$ cat config.mk
export PLATFORM = sky130hd
export DESIGN_NAME = cam_power_seq
export DESIGN_NICKNAME = d
export VERILOG_FILES = /design/src/rtl/cam_seq_pkg.sv /design/src/rtl/seq_timer.sv /design/src/rtl/cam_power_seq.sv
export SDC_FILE = /design/constraint.sdc
export NUM_CORES = 1
export LEC_CHECK = 0
export ABC_CLOCK_PERIOD_IN_PS = 4300
export CAP_MARGIN = 20
export CORE_MARGIN = 5
export CORE_UTILIZATION = 50
export DETAILED_ROUTE_END_ITERATION = 10
export GPL_TIMING_DRIVEN = 0
export PLACE_DENSITY = 0.78
export SETUP_SLACK_MARGIN = 0.3
export SLEW_MARGIN = 5
export SYNTH_ARGS = -nofsm -noshare
export SYNTH_HDL_FRONTEND = slang
export SYNTH_HIERARCHICAL = 1
export SYNTH_SLANG_ARGS = --single-unit
export TNS_END_PERCENT = 50
$ cat constraint.sdc
create_clock -name iCLK -period 4.3 [get_ports iCLK]
set_clock_uncertainty 0.05 [all_clocks]
set_input_delay 1.29 -clock iCLK [delete_from_list [all_inputs] [get_ports iCLK]]
set_output_delay 1.29 -clock iCLK [all_outputs]
set_load 0.02 [all_outputs]
$ cat src/rtl/cam_seq_pkg.sv
// cam_seq_pkg: state encoding and default timing constants for the camera power sequencer
package cam_seq_pkg;
    localparam int CNT_W           = 23;
    localparam int DEF_PWDN_CYC    = 25000;
    localparam int DEF_RST_CYC     = 25000;
    localparam int DEF_BOOT_CYC    = 500000;
    localparam int DEF_CFG_TIMEOUT = 2500000;
    localparam int DEF_STAGE_CYC   = 1024;
    localparam int DEF_MAX_RETRY   = 2;

    typedef enum logic [2:0] {
        S_IDLE      = 3'd0,
        S_PWDN_HOLD = 3'd1,
        S_RST_HOLD  = 3'd2,
        S_BOOT_WAIT = 3'd3,
        S_CFG_START = 3'd4,
        S_CFG_WAIT  = 3'd5,
        S_STAGE     = 3'd6,
        S_RUN       = 3'd7
    } state_t;
endpackage

$ cat src/rtl/seq_timer.sv
// seq_timer: free-running cycle counter with synchronous clear and terminal compare
//   clk  - clock
//   rst  - synchronous active-high reset
//   clr  - clears the count on the next edge
//   term - terminal value to compare against
//   cnt  - current count
//   hit  - high while cnt equals term
module seq_timer
    import cam_seq_pkg::*;
(
    input  logic             clk,
    input  logic             rst,
    input  logic             clr,
    input  logic [CNT_W-1:0] term,
    output logic [CNT_W-1:0] cnt,
    output logic             hit
);
    always_ff @(posedge clk)
        cnt <= (rst || clr) ? '0 : cnt + CNT_W'(1);

    assign hit = cnt == term;
endmodule

$ cat src/rtl/cam_power_seq.sv
// cam_power_seq: camera power-up sequencer (PWDN/RESET timing, SCCB config with retry, staged pipeline resets)
//   iCLK, iRST         - clock, synchronous active-high reset
//   iEN                - level request to bring the camera path up
//   iCFG_DONE/iCFG_ERR - one-cycle configurator completion / error strobes
//   oCAM_PWDN/oCAM_RSTn- sensor power-down and reset pins
//   oCFG_START         - one-cycle configurator start pulse
//   oRST_0..2          - staged pipeline resets (0 = held)
//   oREADY, oFAULT     - path up / retries exhausted
//   oSTATE             - current state encoding
module cam_power_seq
    import cam_seq_pkg::*;
#(
    parameter int PWDN_CYC    = DEF_PWDN_CYC,
    parameter int RST_CYC     = DEF_RST_CYC,
    parameter int BOOT_CYC    = DEF_BOOT_CYC,
    parameter int CFG_TIMEOUT = DEF_CFG_TIMEOUT,
    parameter int STAGE_CYC   = DEF_STAGE_CYC,
    parameter int MAX_RETRY   = DEF_MAX_RETRY
) (
    input  logic       iCLK,
    input  logic       iRST,
    input  logic       iEN,
    input  logic       iCFG_DONE,
    input  logic       iCFG_ERR,
    output logic       oCAM_PWDN,
    output logic       oCAM_RSTn,
    output logic       oCFG_START,
    output logic       oRST_0,
    output logic       oRST_1,
    output logic       oRST_2,
    output logic       oREADY,
    output logic       oFAULT,
    output logic [2:0] oSTATE
);
    localparam logic [CNT_W-1:0] T_PWDN  = CNT_W'(PWDN_CYC - 1);
    localparam logic [CNT_W-1:0] T_RST   = CNT_W'(RST_CYC - 1);
    localparam logic [CNT_W-1:0] T_BOOT  = CNT_W'(BOOT_CYC - 1);
    localparam logic [CNT_W-1:0] T_CFG   = CNT_W'(CFG_TIMEOUT - 1);
    localparam logic [CNT_W-1:0] T_R0    = CNT_W'(STAGE_CYC - 1);
    localparam logic [CNT_W-1:0] T_R1    = CNT_W'(2 * STAGE_CYC - 1);
    localparam logic [CNT_W-1:0] T_R2    = CNT_W'(3 * STAGE_CYC - 1);
    // STAGE holds one extra cycle after the last release so oREADY follows oRST_2
    localparam logic [CNT_W-1:0] T_STAGE = CNT_W'(3 * STAGE_CYC);

    state_t           state, nxt;
    logic [1:0]       retry;
    logic [CNT_W-1:0] cnt, term;
    logic             hit, fail, stg;

    seq_timer u_timer (
        .clk  (iCLK),
        .rst  (iRST),
        .clr  (nxt != state),
        .term (term),
        .cnt  (cnt),
        .hit  (hit)
    );

    always_comb begin
        term = state == S_PWDN_HOLD ? T_PWDN :
               state == S_RST_HOLD  ? T_RST  :
               state == S_BOOT_WAIT ? T_BOOT :
               state == S_CFG_WAIT  ? T_CFG  : T_STAGE;
        // error or timeout outranks a simultaneous done
        fail = state == S_CFG_WAIT && (iCFG_ERR || hit);
        nxt = state;
        if (state != S_IDLE && !iEN)
            nxt = S_IDLE;
        else
            case (state)
                S_IDLE:      nxt = (iEN && !oFAULT) ? S_PWDN_HOLD : S_IDLE;
                S_PWDN_HOLD: nxt = hit ? S_RST_HOLD : state;
                S_RST_HOLD:  nxt = hit ? S_BOOT_WAIT : state;
                S_BOOT_WAIT: nxt = hit ? S_CFG_START : state;
                S_CFG_START: nxt = S_CFG_WAIT;
                S_CFG_WAIT:  nxt = fail ? (32'(retry) < MAX_RETRY ? S_PWDN_HOLD : S_IDLE) :
                                   iCFG_DONE ? S_STAGE : state;
                S_STAGE:     nxt = hit ? S_RUN : state;
                default:     nxt = state;
            endcase
        stg = state == S_STAGE && nxt == S_STAGE;
    end

    always_ff @(posedge iCLK) begin
        if (iRST) begin
            state      <= S_IDLE;
            retry      <= '0;
            oCAM_PWDN  <= 1'b1;
            oCAM_RSTn  <= 1'b0;
            oCFG_START <= 1'b0;
            oRST_0     <= 1'b0;
            oRST_1     <= 1'b0;
            oRST_2     <= 1'b0;
            oREADY     <= 1'b0;
            oFAULT     <= 1'b0;
            oSTATE     <= S_IDLE;
        end else begin
            state      <= nxt;
            retry      <= nxt == S_IDLE ? 2'd0 : (fail ? retry + 2'd1 : retry);
            oCAM_PWDN  <= nxt == S_IDLE || nxt == S_PWDN_HOLD;
            oCAM_RSTn  <= nxt != S_IDLE && nxt != S_PWDN_HOLD && nxt != S_RST_HOLD;
            oCFG_START <= nxt == S_CFG_START;
            // releases are sticky within STAGE and forced high in RUN
            oRST_0     <= nxt == S_RUN || (stg && (oRST_0 || cnt == T_R0));
            oRST_1     <= nxt == S_RUN || (stg && (oRST_1 || cnt == T_R1));
            oRST_2     <= nxt == S_RUN || (stg && (oRST_2 || cnt == T_R2));
            oREADY     <= nxt == S_RUN;
            // fault latches on an exhausted retry and holds until iEN drops
            oFAULT     <= iEN && (oFAULT || (fail && nxt == S_IDLE));
            oSTATE     <= nxt;
        end
    end
endmodule

==> impl_results.html <==
<table>
<tr><th>Metric</th><th>Value</th></tr>
<tr><th colspan="2">Outcome</th></tr>
<tr><td>Run status</td><td>completed</td></tr>
<tr><th colspan="2">Clock network</th></tr>
<tr><td>CTS Root Buffer Type</td><td>sky130_fd_sc_hd__clkbuf_8</td></tr>
<tr><td>Cts bufs inserted</td><td>5</td></tr>
<tr><td>Clock latency reported for the late side of the worst-skew pair</td><td>around 0.29 ns</td></tr>
<tr><td>H-tree lvl count</td><td>2</td></tr>
<tr><td>Clock tree from TritonCTS</td><td>done</td></tr>
<tr><td>Clk slew on worst S/H paths</td><td>0.07 ns</td></tr>
<tr><td>Count of clock tree sinks</td><td>36</td></tr>
<tr><td>Max Root-Sink Buffers</td><td>2</td></tr>
<tr><th colspan="2">Place</th></tr>
<tr><td>Routability-driven placement congestion ratio</td><td>0.8297</td></tr>
<tr><td>Half-perimeter wire length after detailed placement</td><td>3.540 mm</td></tr>
<tr><td>Count of port buffers added during placement</td><td>15</td></tr>
<tr><th colspan="2">Logic synthesis</th></tr>
<tr><td>Post-synth ARST share</td><td>0</td></tr>
<tr><td>Number of synthesized flops with an enable pin</td><td>0</td></tr>
<tr><td>Synth Flop Type</td><td>sky130_fd_sc_hd__dfxtp_1</td></tr>
<tr><td>Area of the mapped netlist</td><td>about 2100 µm²</td></tr>
<tr><td>Cell type with the largest total area after synthesis</td><td>sky130_fd_sc_hd__dfxtp_1</td></tr>
<tr><td>Gate Count Post-Synth</td><td>248</td></tr>
<tr><td>Flops &amp; latches, synth</td><td>36</td></tr>
<tr><td>Share of synthesized area occupied by flip-flops and latches</td><td>0.3398</td></tr>
<tr><td>Synth unique cells</td><td>55</td></tr>
<tr><td>Most common cell in the synthesized netlist</td><td>sky130_fd_sc_hd__dfxtp_1</td></tr>
<tr><td>Top post-synthesis cells by area</td><td>sky130_fd_sc_hd__dfxtp_1 34%, sky130_fd_sc_hd__xor2_1 7.8%, sky130_fd_sc_hd__xnor2_1 6.6%, sky130_fd_sc_hd__nor2_1 4.4%, sky130_fd_sc_hd__nand4_1 2.9%</td></tr>
<tr><td>Cell types with the highest counts after synthesis</td><td>36 x sky130_fd_sc_hd__dfxtp_1, 25 x sky130_fd_sc_hd__nor2_1, 19 x sky130_fd_sc_hd__xor2_1, 16 x sky130_fd_sc_hd__xnor2_1, 14 x sky130_fd_sc_hd__nand2_1</td></tr>
<tr><td>Synth Area per Inst</td><td>between 8 and 9 µm²</td></tr>
<tr><td>Share of the synthesized area in the top cell type</td><td>0.3398</td></tr>
<tr><td>Yosys warns</td><td>6</td></tr>
<tr><th colspan="2">Setup path</th></tr>
<tr><td>WP data required</td><td>about 4.4 ns</td></tr>
<tr><td>Critical-path cell list</td><td>buf_6 &gt; nand2_1 &gt; a21oi_2 &gt; nor2_2 &gt; xor2_1 &gt; nor4_1 &gt; nand4_1 &gt; nor3_4 &gt; buf_4 &gt; nor2_2 &gt; nor4_4 &gt; nor4_1 &gt; a21oi_1 &gt; or2_2 &gt; clkbuf_2 &gt; clkbuf_4 &gt; nor2_1</td></tr>
<tr><td>Crit path largest cell delay</td><td>0.42 ns</td></tr>
<tr><td>Worst EP arrival</td><td>~3.8 ns</td></tr>
<tr><td>Category of the critical setup timing path</td><td>reg2reg</td></tr>
<tr><td>Worst path buffer plus inverter count</td><td>4</td></tr>
<tr><td>Category of the worst setup path launch point</td><td>flip-flop</td></tr>
<tr><td>Slowest cell on the critical path</td><td>sky130_fd_sc_hd__dfxtp_2</td></tr>
<tr><td>Largest driver fanout on the critical path</td><td>10</td></tr>
<tr><td>Gate family responsible for the most delay along the worst path</td><td>simple AND/OR/NAND/NOR gates</td></tr>
<tr><td>Critical path endpoint category</td><td>flip-flop</td></tr>
<tr><th colspan="2">Die</th></tr>
<tr><td>Die Area</td><td>5644 µm²</td></tr>
<tr><td>Number of standard-cell rows in the floorplan</td><td>23</td></tr>
<tr><td>Y dimension of the die</td><td>about 75 µm</td></tr>
<tr><td>Starting Density</td><td>0.5227</td></tr>
<tr><td>I/O Pins</td><td>16</td></tr>
<tr><td>Floorplan die width</td><td>roughly 75 µm</td></tr>
<tr><td>CORE AREA</td><td>roughly 4100 µm²</td></tr>
<tr><th colspan="2">Global routing</th></tr>
<tr><td>Global-route wire length before repair</td><td>roughly 8.2 mm</td></tr>
<tr><td>Pin count of the biggest net entering global routing</td><td>11</td></tr>
<tr><td>Vias in the first global route</td><td>1794</td></tr>
<tr><td>Grt ovf</td><td>0</td></tr>
<tr><td>Overall track demand over capacity in global routing</td><td>0.1926</td></tr>
<tr><td>Initial antenna violation count</td><td>0</td></tr>
<tr><th colspan="2">Finish</th></tr>
<tr><td>Final layout net count</td><td>~280</td></tr>
<tr><td>Area of all sequential standard cells</td><td>between 700 and 800 µm²</td></tr>
<tr><td>Area occupied by multi-input gates</td><td>~1300 µm²</td></tr>
<tr><td>Layout area overhead</td><td>17.46%</td></tr>
<tr><td>Fill cells</td><td>roughly 370</td></tr>
<tr><td>Antenna Diode Count</td><td>0</td></tr>
<tr><td>Fraction of layout instances using a drive strength above 1</td><td>0.1444</td></tr>
<tr><th colspan="2">Timing</th></tr>
<tr><td>Worst hold slack</td><td>between 0.4 and 0.5 ns</td></tr>
<tr><td>Maximum clock frequency</td><td>271.0 MHz</td></tr>
<tr><td>Slew at the pin closest to its max-slew limit</td><td>roughly 0.74 ns</td></tr>
<tr><td>Max-slew headroom</td><td>0.5002</td></tr>
<tr><td>RSZ-0062 raised after global routing</td><td>false</td></tr>
<tr><td>Period utilisation layout</td><td>0.8581</td></tr>
<tr><td>Final-layout setup total negative slack</td><td>0 ns</td></tr>
<tr><td>Setup violators final</td><td>0</td></tr>
<tr><td>Number of pins with negative max-slew slack in the final report</td><td>0</td></tr>
<tr><td>Post-layout min period</td><td>3.690 ns</td></tr>
<tr><td>Final Hold Viols</td><td>0</td></tr>
<tr><th colspan="2">Hold path</th></tr>
<tr><td>Class of the tightest hold or removal check</td><td>reg2reg</td></tr>
<tr><th colspan="2">Detailed routing</th></tr>
<tr><td>Wire length on met1</td><td>between 2 and 2.5 mm</td></tr>
<tr><td>Residual DRC</td><td>0</td></tr>
<tr><td>Via count normalized by instance count</td><td>roughly 5.8</td></tr>
<tr><td>Initial DRT Pass Iterations</td><td>4</td></tr>
<tr><td>Detailed-route via count</td><td>1900</td></tr>
<tr><td>Total length of routed met2 wires</td><td>between 2 and 2.5 mm</td></tr>
<tr><td>Highest metal layer used by the detailed router</td><td>met4</td></tr>
<tr><td>Total wire length</td><td>roughly 5 mm</td></tr>
<tr><td>Wire length per cell</td><td>~15 µm</td></tr>
<tr><td>Residual antenna-violating net count after detailed routing</td><td>0</td></tr>
<tr><td>Routed length on met3</td><td>about 230 µm</td></tr>
<tr><td>DRT iter0 DRCs</td><td>about 120</td></tr>
<tr><th colspan="2">Run</th></tr>
<tr><td>Max Cap Violations</td><td>0</td></tr>
<tr><th colspan="2">Power and ir drop</th></tr>
<tr><td>PwrDens</td><td>~270 nW/µm²</td></tr>
<tr><td>Max rail drop VDD</td><td>between 0.15 and 0.2 mV</td></tr>
<tr><td>Leakage power summed over all cells</td><td>roughly 0.94 nW</td></tr>
</table>
[routing by layer]
layer  track usage  up-vias
met5             0        -
met4       0.08300        0
met3       0.04940        8
met2        0.3095       41
met1        0.2431      903
li1              -      948
[path summary, 6_finish.rpt]
path	end	depth (start not counted)	slack (ns)	startpoint
setup / recovery	u_timer/cnt[6]$_SDFF_PP0_	17	0.61	state[1]$_SDFF_PP0_
hold / removal	oRST_0$_SDFF_PP0_	2	0.45	oRST_0$_SDFF_PP0_
setup reg to reg	u_timer/cnt[6]$_SDFF_PP0_	17	0.61	state[1]$_SDFF_PP0_
hold reg to reg	oRST_0$_SDFF_PP0_	2	0.45	oRST_0$_SDFF_PP0_
[kinds of logic (layout without fill, tap and decap cells)]
group,count (synthesis),in the layout,share of synthesized area
AOI/OAI and AO/OA,50,50,0.1859
xor gates and xnor gates,35,35,0.1445
adders and majority gates,1,1,0.005899
buffers and inverters,23,47,0.04779
DFF,36,36,0.3398
other,1,6,0.001768
and+or+nand+nor,102,102,0.2743
[cell type report]
type,instances,area share
sequential,36,0.2898
inverter,13,0.01959
tap,50,0.02511
multi-input combinational,194,0.5374
timing repair buffer,17,0.06630
clock buffer,7,0.03867
buffer,10,0.02310
[cells in the final DEF (no fill, tap or decap), types with 4 or more instances in the layout]
master,count
sky130_fd_sc_hd__conb_1,6
sky130_fd_sc_hd__xor2_1,19
sky130_fd_sc_hd__a21oi_1,9
sky130_fd_sc_hd__nor4_1,9
sky130_fd_sc_hd__a41o_1,4
sky130_fd_sc_hd__or4_1,4
sky130_fd_sc_hd__nor2_1,24
sky130_fd_sc_hd__nand2_1,14
sky130_fd_sc_hd__clkdlybuf4s50_1,15
sky130_fd_sc_hd__o21ai_0,5
sky130_fd_sc_hd__xnor2_1,16
sky130_fd_sc_hd__a31oi_1,4
sky130_fd_sc_hd__o21ai_1,5
sky130_fd_sc_hd__clkbuf_8,7
sky130_fd_sc_hd__inv_1,12
sky130_fd_sc_hd__nor3_1,6
sky130_fd_sc_hd__o31ai_1,4
sky130_fd_sc_hd__dfxtp_1,35
sky130_fd_sc_hd__nand3_1,7
sky130_fd_sc_hd__nand4_1,10
[state kept, by name (all words and copies together), names as in the netlist]
register	flops
oFAULT	1
oREADY	1
retry	2
state	3
oCAM_PWDN	1
oCAM_RSTn	1
oRST_2	1
oRST_1	1
oRST_0	1
u_timer/cnt	23
oCFG_START	1
[metrics by stage]
step	std cells	util	power (W)	worst slack [ns]	cell area [µm²]
after floorplan	253	-	0.0003971	0.3465	2140
after global placement	318	0.5797	0.0004152	-0.3627	2352
after detailed placement	318	0.5797	0.0004164	-0.3427	2352
after CTS	325	0.6068	0.0006763	0.3233	2462
after global routing	327	0.6139	0.0007023	0.3389	2491
final	327	0.6139	0.0006714	0.6100	2491
[where the power goes]
part	switching (W)	internal [W]
Sequential	0.00000378	0.000336
Clock	0.000115	0.000143
Combinational	0.0000444	0.0000291
[timing repair]
item	CTS	global route
gates resized for setup	4	8
hold buffers	0	0
pin swaps	0	1
endpoints found under the setup margin	21	14
setup buffers	0	2
endpoints found under the hold margin	0	0
[worst register-to-register path, cell delays in order, from the launching register on]
cell and delay, ns:
sky130_fd_sc_hd__dfxtp_2 0.42, sky130_fd_sc_hd__buf_6 0.17, sky130_fd_sc_hd__nand2_1 0.08, sky130_fd_sc_hd__a21oi_2 0.23
sky130_fd_sc_hd__nor2_2 0.12, sky130_fd_sc_hd__xor2_1 0.15, sky130_fd_sc_hd__nor4_1 0.29, sky130_fd_sc_hd__nand4_1 0.19
sky130_fd_sc_hd__nor3_4 0.32, sky130_fd_sc_hd__buf_4 0.17, sky130_fd_sc_hd__nor2_2 0.07, sky130_fd_sc_hd__nor4_4 0.33
sky130_fd_sc_hd__nor4_1 0.09, sky130_fd_sc_hd__a21oi_1 0.16, sky130_fd_sc_hd__or2_2 0.16, sky130_fd_sc_hd__clkbuf_2 0.25
sky130_fd_sc_hd__clkbuf_4 0.27, sky130_fd_sc_hd__nor2_1 0.07
No activity file was read; power rests on OpenSTA's default activity.
